===== config.mk =====
export PLATFORM = sky130hd
export DESIGN_NAME = muldiv_unit_flat
export DESIGN_NICKNAME = d
export VERILOG_FILES = /design/src/rtl/muldiv_pkg.sv /design/src/rtl/muldiv_if.sv /design/src/rtl/muldiv_unit.sv /design/src/flat_wrapper.sv
export SDC_FILE = /design/constraint.sdc
export NUM_CORES = 1
export LEC_CHECK = 0
export ABC_AREA = 1
export CAP_MARGIN = 0
export CORE_MARGIN = 3
export CORE_UTILIZATION = 35
export CTS_CLUSTER_DIAMETER = 150
export CTS_CLUSTER_SIZE = 10
export DETAILED_ROUTE_END_ITERATION = 8
export PLACE_DENSITY = 0.52
export REMOVE_ABC_BUFFERS = 1
export SYNTH_ARGS = -nofsm -noshare
export SYNTH_HDL_FRONTEND = slang
export SYNTH_SLANG_ARGS = --single-unit

===== constraint.sdc =====
create_clock -name clk -period 2.8 [get_ports clk]
set_clock_uncertainty 0.1 [all_clocks]
set_input_delay 0.56 -clock clk [delete_from_list [all_inputs] [get_ports clk]]
set_output_delay 0.56 -clock clk [all_outputs]
set_load 0.01 [all_outputs]

===== src/rtl/muldiv_pkg.sv =====
// muldiv_pkg: shared types and constants for the RV32M multiply/divide unit.
// Latency: n/a (declarations only).
// Backpressure: n/a.
package muldiv_pkg;

  typedef enum logic [1:0] {
    ST_IDLE   = 2'd0,
    ST_PREP   = 2'd1,
    ST_RUN    = 2'd2,
    ST_FINISH = 2'd3
  } state_t;

  // funct3 encodings of the M extension
  localparam logic [2:0] FN_MUL    = 3'd0;
  localparam logic [2:0] FN_MULH   = 3'd1;
  localparam logic [2:0] FN_MULHSU = 3'd2;
  localparam logic [2:0] FN_MULHU  = 3'd3;
  localparam logic [2:0] FN_DIV    = 3'd4;
  localparam logic [2:0] FN_DIVU   = 3'd5;
  localparam logic [2:0] FN_REM    = 3'd6;
  localparam logic [2:0] FN_REMU   = 3'd7;

  localparam logic [31:0] ALL_ONES = 32'hFFFF_FFFF;
  localparam logic [31:0] INT_MIN  = 32'h8000_0000;

  // Step counter preload: 32 iterations count 31 down to 0.
  localparam logic [4:0] STEP_LAST = 5'd31;

  // Two's complement negate when neg is set.
  function automatic logic [31:0] negate_if(input logic neg, input logic [31:0] v);
    return neg ? (~v + 32'd1) : v;
  endfunction

endpackage


===== src/rtl/muldiv_if.sv =====
// muldiv_if: request/response bundle between execute control and the muldiv unit.
// Latency: n/a (wires only).
// Backpressure: none; requester holds off while busy, result is taken on done.
// Ports: start/funct3/op_a/op_b/rd_in (request), busy/done/result/rd_out (response).
interface muldiv_if #(
  parameter int WIDTH = 32
);
  import muldiv_pkg::*;

  logic             start;
  logic [2:0]       funct3;
  logic [WIDTH-1:0] op_a;
  logic [WIDTH-1:0] op_b;
  logic [4:0]       rd_in;
  logic             busy;
  logic             done;
  logic [WIDTH-1:0] result;
  logic [4:0]       rd_out;

  modport master (
    output start, funct3, op_a, op_b, rd_in,
    input  busy, done, result, rd_out
  );

  modport slave (
    input  start, funct3, op_a, op_b, rd_in,
    output busy, done, result, rd_out
  );

endinterface


===== src/rtl/muldiv_unit.sv =====
// muldiv_unit: iterative RV32M multiply/divide (shift-add / restoring divide).
// Latency: done 34 cycles after start is sampled; divide fast paths finish in 2.
// Backpressure: start is only taken in IDLE or the done cycle; busy stalls the pipe.
// Ports: clk, reset (async, active-low), bus (muldiv_if.slave).
// Build option: MULDIV_DIV_EN adds the divider; without it funct3 4-7 return 0 in 2 cycles.
module muldiv_unit
  import muldiv_pkg::*;
#(
  parameter int WIDTH = 32
) (
  input  logic     clk,
  input  logic     reset,
  muldiv_if.slave  bus
);

  state_t           state, state_nxt;
  logic             busy_c, done_c;

  logic [2:0]       fn_q;
  logic [4:0]       rd_q;
  logic [4:0]       cnt_q;
  logic [4:0]       rd_out_q;
  logic [WIDTH-1:0] hi_q;      // product high word / partial remainder
  logic [WIDTH-1:0] lo_q;      // multiplier+product low word / dividend+quotient
  logic [WIDTH-1:0] opnd_q;    // multiplicand / divisor
  logic [WIDTH-1:0] result_q;
  logic             neg_main_q;  // negate product or quotient at the end
`ifdef MULDIV_DIV_EN
  logic             neg_rem_q;   // remainder follows dividend sign
`endif

  // ---------------------------------------------------------------
  // PREP: operand signedness per op. During PREP lo_q/opnd_q still
  // hold the raw op_a/op_b captured at start.
  // ---------------------------------------------------------------
  logic             sgn_a, sgn_b, is_div, fast;
  logic [WIDTH-1:0] mag_a, mag_b, fast_res;

  always_comb begin
    sgn_a = 1'b0;
    sgn_b = 1'b0;
    case (fn_q)
      FN_MULH, FN_DIV, FN_REM: begin
        sgn_a = lo_q[WIDTH-1];
        sgn_b = opnd_q[WIDTH-1];
      end
      FN_MULHSU: sgn_a = lo_q[WIDTH-1];
      // low word of the product is sign-agnostic, so MUL runs unsigned
      FN_MUL, FN_MULHU, FN_DIVU, FN_REMU: ;
      default: ;
    endcase
  end

  assign is_div = fn_q[2];
  assign mag_a  = negate_if(sgn_a, lo_q);
  assign mag_b  = negate_if(sgn_b, opnd_q);

`ifdef MULDIV_DIV_EN
  logic div_zero, div_ovf;
  assign div_zero = (opnd_q == '0);
  assign div_ovf  = ((fn_q == FN_DIV) || (fn_q == FN_REM)) &&
                    (lo_q == INT_MIN) && (opnd_q == ALL_ONES);
  assign fast     = is_div && (div_zero || div_ovf);
  // fn_q[1] separates REM/REMU from DIV/DIVU
  assign fast_res = div_zero ? (fn_q[1] ? lo_q : ALL_ONES)
                             : (fn_q[1] ? '0   : INT_MIN);
`else
  assign fast     = is_div;
  assign fast_res = '0;
`endif

  // ---------------------------------------------------------------
  // Shared 33-bit adder/subtractor.
  // Multiply: {0,hi} + (lo[0] ? mcand : 0), then the 65-bit {sum,lo}
  // shifts right by one.
  // Divide: {hi,lo[msb]} - {0,divisor}; bit WIDTH of the result is the
  // borrow, since the partial remainder is always below the divisor.
  // ---------------------------------------------------------------
  logic             add_sub;
  logic [WIDTH:0]   add_x, add_y, add_sum;

`ifdef MULDIV_DIV_EN
  assign add_sub = is_div;
  assign add_x   = is_div ? {hi_q, lo_q[WIDTH-1]} : {1'b0, hi_q};
  assign add_y   = (is_div || lo_q[0]) ? {1'b0, opnd_q} : '0;
`else
  assign add_sub = 1'b0;
  assign add_x   = {1'b0, hi_q};
  assign add_y   = lo_q[0] ? {1'b0, opnd_q} : '0;
`endif

  assign add_sum = add_x + (add_y ^ {(WIDTH+1){add_sub}}) + {{WIDTH{1'b0}}, add_sub};

  // One iteration plus the end-of-op result. On the last RUN cycle the
  // result is formed from the step outputs so it lands in result_q on
  // the same edge that enters FINISH.
  logic [WIDTH-1:0]   hi_step, lo_step, fin_res;
  logic [2*WIDTH-1:0] prod, prod_fix;

  always_comb begin
    hi_step = add_sum[WIDTH:1];
    lo_step = {add_sum[0], lo_q[WIDTH-1:1]};
`ifdef MULDIV_DIV_EN
    if (is_div) begin
      // borrow: trial subtract failed, keep the shifted remainder
      hi_step = add_sum[WIDTH] ? add_x[WIDTH-1:0] : add_sum[WIDTH-1:0];
      lo_step = {lo_q[WIDTH-2:0], ~add_sum[WIDTH]};
    end
`endif
    prod     = {hi_step, lo_step};
    prod_fix = neg_main_q ? (~prod + {{(2*WIDTH-1){1'b0}}, 1'b1}) : prod;
    fin_res  = (fn_q == FN_MUL) ? prod_fix[WIDTH-1:0] : prod_fix[2*WIDTH-1:WIDTH];
`ifdef MULDIV_DIV_EN
    if (is_div) begin
      fin_res = fn_q[1] ? negate_if(neg_rem_q, hi_step) : negate_if(neg_main_q, lo_step);
    end
`endif
  end

  // ---------------------------------------------------------------
  // Control FSM
  // ---------------------------------------------------------------
  always_ff @(posedge clk or negedge reset) begin
    if (!reset) begin
      state <= ST_IDLE;
    end else begin
      state <= state_nxt;
    end
  end

  always_comb begin
    state_nxt = state;
    busy_c    = 1'b0;
    done_c    = 1'b0;
    case (state)
      ST_IDLE: begin
        if (bus.start) state_nxt = ST_PREP;
      end
      ST_PREP: begin
        busy_c    = 1'b1;
        state_nxt = fast ? ST_FINISH : ST_RUN;
      end
      ST_RUN: begin
        busy_c = 1'b1;
        if (cnt_q == '0) state_nxt = ST_FINISH;
      end
      ST_FINISH: begin
        // a start in the done cycle chains straight into the next op
        done_c    = 1'b1;
        state_nxt = bus.start ? ST_PREP : ST_IDLE;
      end
      default: state_nxt = ST_IDLE;
    endcase
  end

  // ---------------------------------------------------------------
  // Datapath registers
  // ---------------------------------------------------------------
  always_ff @(posedge clk or negedge reset) begin
    if (!reset) begin
      fn_q       <= '0;
      rd_q       <= '0;
      cnt_q      <= '0;
      rd_out_q   <= '0;
      hi_q       <= '0;
      lo_q       <= '0;
      opnd_q     <= '0;
      result_q   <= '0;
      neg_main_q <= 1'b0;
`ifdef MULDIV_DIV_EN
      neg_rem_q  <= 1'b0;
`endif
    end else begin
      case (state)
        ST_IDLE, ST_FINISH: begin
          if (bus.start) begin
            fn_q   <= bus.funct3;
            rd_q   <= bus.rd_in;
            lo_q   <= bus.op_a;
            opnd_q <= bus.op_b;
          end
        end
        ST_PREP: begin
          hi_q       <= '0;
          cnt_q      <= STEP_LAST;
          neg_main_q <= sgn_a ^ sgn_b;
`ifdef MULDIV_DIV_EN
          neg_rem_q  <= sgn_a;
`endif
          // multiply iterates over the multiplier (op_b) bits in lo_q
          if (is_div) begin
            lo_q   <= mag_a;
            opnd_q <= mag_b;
          end else begin
            lo_q   <= mag_b;
            opnd_q <= mag_a;
          end
          if (fast) begin
            result_q <= fast_res;
            rd_out_q <= rd_q;
          end
        end
        ST_RUN: begin
          hi_q  <= hi_step;
          lo_q  <= lo_step;
          cnt_q <= cnt_q - 5'd1;
          if (cnt_q == '0) begin
            result_q <= fin_res;
            rd_out_q <= rd_q;
          end
        end
        default: ;
      endcase
    end
  end

  assign bus.busy   = busy_c;
  assign bus.done   = done_c;
  assign bus.result = result_q;
  assign bus.rd_out = rd_out_q;

endmodule

===== src/flat_wrapper.sv =====
// flat-port wrapper written by rule: the top's interface ports become plain ports
module muldiv_unit_flat import muldiv_pkg::*;
#(
  parameter int WIDTH = 32
)
  (clk, reset, bus_start, bus_funct3, bus_op_a, bus_op_b, bus_rd_in, bus_busy, bus_done, bus_result, bus_rd_out);
  muldiv_if #(.WIDTH(WIDTH)) bus_i ();
  input  logic clk;
  input  logic reset;
  input wire logic [$bits(bus_i.start)-1:0] bus_start;
  input wire logic [$bits(bus_i.funct3)-1:0] bus_funct3;
  input wire logic [$bits(bus_i.op_a)-1:0] bus_op_a;
  input wire logic [$bits(bus_i.op_b)-1:0] bus_op_b;
  input wire logic [$bits(bus_i.rd_in)-1:0] bus_rd_in;
  output wire logic [$bits(bus_i.busy)-1:0] bus_busy;
  output wire logic [$bits(bus_i.done)-1:0] bus_done;
  output wire logic [$bits(bus_i.result)-1:0] bus_result;
  output wire logic [$bits(bus_i.rd_out)-1:0] bus_rd_out;
  assign bus_i.start = bus_start;
  assign bus_i.funct3 = bus_funct3;
  assign bus_i.op_a = bus_op_a;
  assign bus_i.op_b = bus_op_b;
  assign bus_i.rd_in = bus_rd_in;
  assign bus_busy = bus_i.busy;
  assign bus_done = bus_i.done;
  assign bus_result = bus_i.result;
  assign bus_rd_out = bus_i.rd_out;
  muldiv_unit #(.WIDTH(WIDTH)) u_core (.clk(clk), .reset(reset), .bus(bus_i));
endmodule

### Yosys cells after proc, flatten, opt, wreduce, memory -nomap -nowiden

Cells that the tools add are included.

| word-level totals | value |
|---|---|
| input bits | 75 |
| output and inout bits | 39 |
| register bits | 149 |
| logic and storage cells | 71 |

| cells by class | value |
|---|---|
| multiplexer cells | 28 |
| $add $sub $neg | 5 |
| bitwise gates (word level) | 4 |
| reductions and logical operators | 13 |
| eq/ne operators | 11 |

Operator list:

| operator | count |
|---|---|
| 32-bit 2-to-1 mux | 10 |
| 32-bit case mux with 2 select lines | 3 |
| 32-bit case mux with 3 select lines | 1 |
| 32-bit by 1-bit adder with 32-bit output (second input constant) | 2 |
| 64-bit by 1-bit adder with 64-bit output (second input constant) | 1 |
| 64-bit 2-to-1 mux | 1 |
| 32-bit NOT | 2 |
| 64-bit NOT | 1 |
| 32-bit by 33-bit adder with 33-bit output | 1 |
| 5-bit case mux with 2 select lines | 2 |
| 5-bit 2-to-1 mux | 2 |
| 2-bit case mux with 4 select lines | 1 |
| 3-bit == test (second input constant) | 2 |
| 1-bit 2-to-1 mux | 6 |
| 2-bit AND reduction | 3 |
| 5-bit logical NOT | 1 |
| 5-bit by 1-bit subtractor with 5-bit output (second input constant) | 1 |
| 2-bit == test (second input constant) | 2 |
| 2-bit 2-to-1 mux | 2 |
| 2-bit by 1-bit inequality test with 1-bit output (second input constant) | 2 |
| 2-bit inequality test (second input constant) | 2 |
| 2-bit nonzero test | 2 |
| 2-bit OR reduction | 2 |
| 4-bit OR reduction | 1 |
| other kinds (8) | 8 |

### Logic depth before layout (Yosys ltp)

| depth | value |
|---|---|
| depth after elaboration | 8 |
| depth in mapped cells | 26 |
| gate-level depth less buffers | 24 |

### Worst setup path after synthesis

Ideal clock, no wire load.

| timing path | value |
|---|---|
| kind | reg2reg |
| start | reg u_core.lo_q[0] |
| end | reg u_core.result_q[31], in the netlist u_core.bus.result[31] |
| data arrival time | 2878 ps |
| clock period less this slack | 3094 ps |
| stages on the path, launching flop included | 24 |
| slack | -294 ps |
| buffers on the path | 2 |
| library setup time | 117 ps |
| required time | 2583 ps |
| path through | dfrtp_1 clkbuf_1 buf_1 nand2_1 inv_1 ha_1 fa_1 or2_1 nand2_1 inv_2 nor2_1 nand2_1 nor2_4 inv_2 nor2_2 nand2_2 inv_2 nand2_1 nor2_1 nand2_1 nand3_1 nand3_1 nand2_1 nand2_1 |

| between the ends | value |
|---|---|
| cells in the longest elaborated chain, start to end | 8 |

Ends and longest elaborated chain:

| what | line | RTL |
|---|---|---|
| from (decl) | muldiv_unit.sv:24 | `logic [WIDTH-1:0] lo_q;` |
| from (signal assigned) | muldiv_unit.sv:179 | `lo_q <= bus.op_a;` |
| from (signal assigned) | muldiv_unit.sv:192 | `lo_q <= mag_a;` |
| from (signal assigned) | muldiv_unit.sv:195 | `lo_q <= mag_b;` |
| 32-bit 2-to-1 mux (*) | muldiv_unit.sv:89 | `assign add_y = lo_q[0] ? {1'b0, opnd_q} : '0;` |
| 32-bit by 33-bit adder with 33-bit output (*) | muldiv_unit.sv:92 | `assign add_sum = add_x + (add_y ^ {(WIDTH+1){add_sub}}) + {{WIDTH{1'b0}}, add_sub};` |
| 64-bit NOT | muldiv_unit.sv:111 | `prod_fix = neg_main_q ? (~prod + {{(2*WIDTH-1){1'b0}}, 1'b1}) : prod;` |
| 64-bit by 1-bit adder with 64-bit output | muldiv_unit.sv:111 |  |
| 64-bit 2-to-1 mux (*) | muldiv_unit.sv:111 |  |
| 32-bit 2-to-1 mux (*) | muldiv_unit.sv:112 | `fin_res = (fn_q == FN_MUL) ? prod_fix[WIDTH-1:0] : prod_fix[2*WIDTH-1:WIDTH];` |
| 32-bit 2-to-1 mux (*) | muldiv_unit.sv:207 | `if (cnt_q == '0) begin` |
| 32-bit case mux with 2 select lines (*) | muldiv_unit.sv:174 | `case (state)` |
| to (signal assigned) | muldiv_unit.sv:199 | `result_q <= fast_res;` |
| to (signal assigned) | muldiv_unit.sv:208 | `result_q <= fin_res;` |
| to (decl) | muldiv_unit.sv:26 | `logic [WIDTH-1:0] result_q;` |

Mark *: on every way between the ends. The rest lies on a longest branch, timed or not. The select of a mux whose other input is x is not followed.
A chain may end at the register's enable or synchronous reset.

### Final worst setup path

Same ends and word-level chain as after synthesis.

==> out/results.md <==
| Result | This run |
|:---|:---|
| Endpoint class of the critical path | flip-flop |
| # DRC | 0 |
| Number of nets with antenna violations after routing | 0 |
| Number of synthesized register bits | 149 |
| CP Max Fanout | 5 |
| Floorplan Core Area | 38100 µm² |
| Number of buffers added by the clock tree synthesis step | 17 |
| Number of hold violations in the final report | 0 |
| TritonRoute pass-1 iters | 5 |
| Final Critical Period | 3150 ps |
| Number of design-rule violations left by the first detailed-router iteration | 1175 |
| Clock root buffer | sky130_fd_sc_hd__clkbuf_16 |
| CTS tree | yes |
| Category of the worst setup path launch point | flip-flop |
| Clock slew at the register clock pins of the worst setup and hold paths | 70 ps |
| IO Pins | 114 |
| Final routed wirelength across all metal layers | 60800 µm |
| Dominant cells by area after synthesis | sky130_fd_sc_hd__dfrtp_1 (27%), sky130_fd_sc_hd__nand2_1 (20%), sky130_fd_sc_hd__inv_1 (8.3%) |
| Area overhead of the layout relative to synthesis | 41.3% |
| Antenna Cells | 0 |
| Routed WL per cell | 19.5 µm |
| Total count of max-transition violations in the final report | 0 |
| Number of placed instances, taps included | 3054 |
| Setup ws final | -354 ps |
| Finished Core Util | 50.8% |
| Antenna violations before repair | 0 |
| Final cycle utilization of the critical path | 113% |
| Total Power | 26.9 mW |
| Maximum number of pins on one net before global-route repair | 75 |
| Gate count after technology mapping | 2216 |
| Highest Clock Rate | 317 MHz |
| Kind of critical path | flip-flop to flip-flop |
| Buffers added on ports | 113 |
| Class of the most critical hold timing path | flip-flop to flip-flop |
| Final nets | 2709 |
| Worst path arrival time | 3390 ps |
| Total leakage power | 9.64 nW |
| Setup repair after global routing missed its margin | true |
| Cell area power density | 1390 nW/µm² |
| Critical Path RT | 3030 ps |
| Seq/Total Area, Yosys | 27.2% |
| Number of rows created at floorplan | 71 |
| Post-detailed-route via-to-cell ratio | 5.16 |
| Finished Layout Cells | 3114 |
| Wire length of the first global-routing pass | 92000 µm |
| Fillcell total | 3918 |
| Clock latency of the later-clocked register in the worst-skew pair | 450 ps |
| Initial standard-cell utilization of the core | 36.0% |
| Setup TNS | -6520 ps |
| FFs w/ async S/R, synth | 100% |
| Number of H-tree levels | 4 |
| Register-to-Register Setup Slack | -350 ps |
| Last weighted congestion value of the routability-driven placer | 0.953 |
| Status | finished, violations left |
| Max-capacitance violation count | 0 |
| Pin slew with the least headroom to its limit | 847 ps |
| Fraction of layout cells with a size suffix above 1 | 26.0% |
| Vias in the first global route | 15.9k |
| Area of the die | 41600 µm² |
| GRT Overall Usage | 28.8% |
| Total via count after detailed routing | 16.1k |
| Average footprint of a synthesized cell | 6.19 µm² |
| Share of the synthesized area in the top cell type | 27.2% |
| Number of buffers on the longest clock path | 2 |
| Worst-case headroom to the max-slew limit | 43.5% |
| Biggest area consumer among synthesized cells | sky130_fd_sc_hd__dfrtp_1 |
| Remaining global-route overflow | 0 |
| DIE HEIGHT | 204 µm |
| Count of cell types in the netlist | 58 |
| Largest vdd supply drop | 1190 µV |
| Tightest hold margin | 368 ps |
| Post-synth top flop | sky130_fd_sc_hd__dfrtp_1 |
| Violations in the final reports | setup timing |
| Cell area after synthesis | 13700 µm² |
| Detailed Place HPWL | 47200 µm |
| Final setup fails | 29 |
| Warning count from the yosys run | 0 |
| Number of enable-type register cells in the synthesized netlist | 0 |
| Clk sink count | 149 |
| Die X-Extent | 204 µm |
[critical path: stages (launching register included)]
cell and delay [ps]:
sky130_fd_sc_hd__dfrtp_2 490, sky130_fd_sc_hd__nand2_1 100, sky130_fd_sc_hd__inv_2 40, sky130_fd_sc_hd__ha_4 160, sky130_fd_sc_hd__fa_2 390, sky130_fd_sc_hd__nand3_2 120
sky130_fd_sc_hd__nand3_4 100, sky130_fd_sc_hd__nand2_2 90, sky130_fd_sc_hd__nand2_2 80, sky130_fd_sc_hd__nand2_1 90, sky130_fd_sc_hd__nand2_1 70, sky130_fd_sc_hd__buf_4 150
sky130_fd_sc_hd__nand2_1 100, sky130_fd_sc_hd__nand2_1 80, sky130_fd_sc_hd__buf_4 140, sky130_fd_sc_hd__nand2_1 50, sky130_fd_sc_hd__nand2_1 80, sky130_fd_sc_hd__nor2_1 110
sky130_fd_sc_hd__nand2_1 60, sky130_fd_sc_hd__nor2_1 90, sky130_fd_sc_hd__nand2_1 70, sky130_fd_sc_hd__nand3_1 60, sky130_fd_sc_hd__nand3_1 80, sky130_fd_sc_hd__nand2_1 80
sky130_fd_sc_hd__nand2_1 60
[metrics by stage]
stage / cell area [µm²] / worst slack (ps)
floorplan: 13400 / -1680
CTS: 18700 / -261
global route: 19400 / -563
global placement: 17500 / -584
finish: 19400 / -354
detailed placement: 17500 / -644
[sequential cells by signal (all words and copies together), names as in the netlist]
name and count:
u_core.fn_q 3, u_core.neg_main_q 1, u_core.rd_q 5, u_core.state 2
u_core.bus.result 32, u_core.opnd_q 32, u_core.lo_q 32, u_core.bus.rd_out 5
u_core.cnt_q 5, u_core.hi_q 32
[placed cells by master, fill, tap and decap left out, types with 7 or more instances in the layout]
master / n
sky130_fd_sc_hd__a31oi_1: 9
sky130_fd_sc_hd__nor3_1: 20
sky130_fd_sc_hd__nor2_4: 32
sky130_fd_sc_hd__clkbuf_16: 19
sky130_fd_sc_hd__o22ai_1: 19
sky130_fd_sc_hd__buf_12: 8
sky130_fd_sc_hd__nand2_2: 99
sky130_fd_sc_hd__a32o_1: 8
sky130_fd_sc_hd__o221ai_1: 15
sky130_fd_sc_hd__buf_4: 307
sky130_fd_sc_hd__nand4_1: 25
sky130_fd_sc_hd__nand3_2: 26
sky130_fd_sc_hd__nand3b_1: 10
sky130_fd_sc_hd__nand2_1: 643
sky130_fd_sc_hd__o21ai_1: 22
sky130_fd_sc_hd__o211ai_1: 33
sky130_fd_sc_hd__xor2_1: 52
sky130_fd_sc_hd__nand2_4: 14
sky130_fd_sc_hd__nor2_1: 120
sky130_fd_sc_hd__o21ai_0: 121
sky130_fd_sc_hd__buf_6: 7
sky130_fd_sc_hd__a22oi_1: 16
sky130_fd_sc_hd__dfrtp_1: 147
sky130_fd_sc_hd__clkdlybuf4s50_1: 112
sky130_fd_sc_hd__inv_2: 38
sky130_fd_sc_hd__a21oi_1: 71
sky130_fd_sc_hd__ha_4: 27
sky130_fd_sc_hd__ha_1: 14
sky130_fd_sc_hd__inv_1: 290
sky130_fd_sc_hd__nand3_1: 147
sky130_fd_sc_hd__nor2_2: 43
[area by class of cell]
cell class / instances / area [µm²] / area share, %
multi-input combinational: 1656 / 9490 / 49.0
clock inverter: 12 / 108 / 0.555
timing repair buffer: 437 / 3720 / 19.2
clock buffer: 19 / 443 / 2.29
sequential: 149 / 3730 / 19.3
tap: 511 / 639 / 3.30
inverter: 330 / 1240 / 6.39
[Yosys cell counts, types with 2 or more instances]
cell / count
sky130_fd_sc_hd__a21oi_1: 79
sky130_fd_sc_hd__a22oi_1: 16
sky130_fd_sc_hd__a2bb2oi_1: 2
sky130_fd_sc_hd__a31oi_1: 9
sky130_fd_sc_hd__a32o_1: 8
sky130_fd_sc_hd__and3_1: 3
sky130_fd_sc_hd__buf_1: 10
sky130_fd_sc_hd__buf_2: 10
sky130_fd_sc_hd__clkbuf_1: 60
sky130_fd_sc_hd__clkinv_1: 2
sky130_fd_sc_hd__dfrtp_1: 149
sky130_fd_sc_hd__ha_1: 42
sky130_fd_sc_hd__inv_1: 302
sky130_fd_sc_hd__inv_2: 26
sky130_fd_sc_hd__nand2_1: 724
sky130_fd_sc_hd__nand2_2: 31
sky130_fd_sc_hd__nand3_1: 162
sky130_fd_sc_hd__nand3_2: 14
sky130_fd_sc_hd__nand3b_1: 10
sky130_fd_sc_hd__nand4_1: 25
sky130_fd_sc_hd__nor2_1: 158
sky130_fd_sc_hd__nor2_2: 27
sky130_fd_sc_hd__nor2_4: 10
sky130_fd_sc_hd__nor3_1: 24
sky130_fd_sc_hd__nor3_2: 3
sky130_fd_sc_hd__nor4_1: 6
sky130_fd_sc_hd__o211ai_1: 33
sky130_fd_sc_hd__o21ai_0: 135
sky130_fd_sc_hd__o21ai_1: 13
sky130_fd_sc_hd__o221ai_1: 17
sky130_fd_sc_hd__o22ai_1: 19
sky130_fd_sc_hd__or2_1: 2
sky130_fd_sc_hd__or2_2: 3
sky130_fd_sc_hd__xnor2_1: 6
sky130_fd_sc_hd__xor2_1: 53
[power by group]
group	internal [mW]	switching, mW	total (mW)
Clock	1.24	1.04	2.28
Combinational	8.09	12.3	20.4
Sequential	3.14	1.12	4.27
Total	12.5	14.4	26.9
[per-layer routing]
metal  wire length, µm  track usage, %  vias to the layer above  part of all wire (%)
li1                  -               -                     7881                     -
met1             27800            40.4                     7584                    46
met2             27600            46.3                      523                    45
met3              3760            3.92                       84                   6.2
met4              1620            8.68                        0                   2.7
met5                 0               0                        -                     0
[cell families after synthesis]
logic type,count (synthesis),synth area share (%)
adder cells (fa/ha/maj),43,3.98
multiplexers,1,0.0730
flip-flops,149,27.2
XOR/XNOR,59,3.77
buffers and inverters,411,11.4
AO/OA/AOI/OAI,344,14.9
AND/OR/NAND/NOR,1209,38.7
[path summary, 6_finish.rpt]
| path | start | endpoint | depth (start not counted) |
|---|---|---|---|
| max | u_core.lo_q[0] | u_core.bus.result[31] | 24 |
| min | u_core.rd_q[2] | u_core.rd_q[2] | 2 |
| max reg2reg | u_core.lo_q[0] | u_core.bus.result[31] | 24 |
| min reg2reg | u_core.rd_q[2] | u_core.rd_q[2] | 2 |
| max in group asynchronous | reset | u_core.hi_q[29] | 3 |
| min in group asynchronous | reset | u_core.lo_q[5] | 2 |
[timing repair]
action                     in CTS  in global routing
setup endpoints to repair      34                 64
hold endpoints to repair       47                  0
setup buffers                  10                 16
hold buffers                    1                  0
gates cloned                    0                  2
pin swaps                      25                 33
gates resized for setup       127                141
Note: power is estimated with default switching activity, not from simulation.
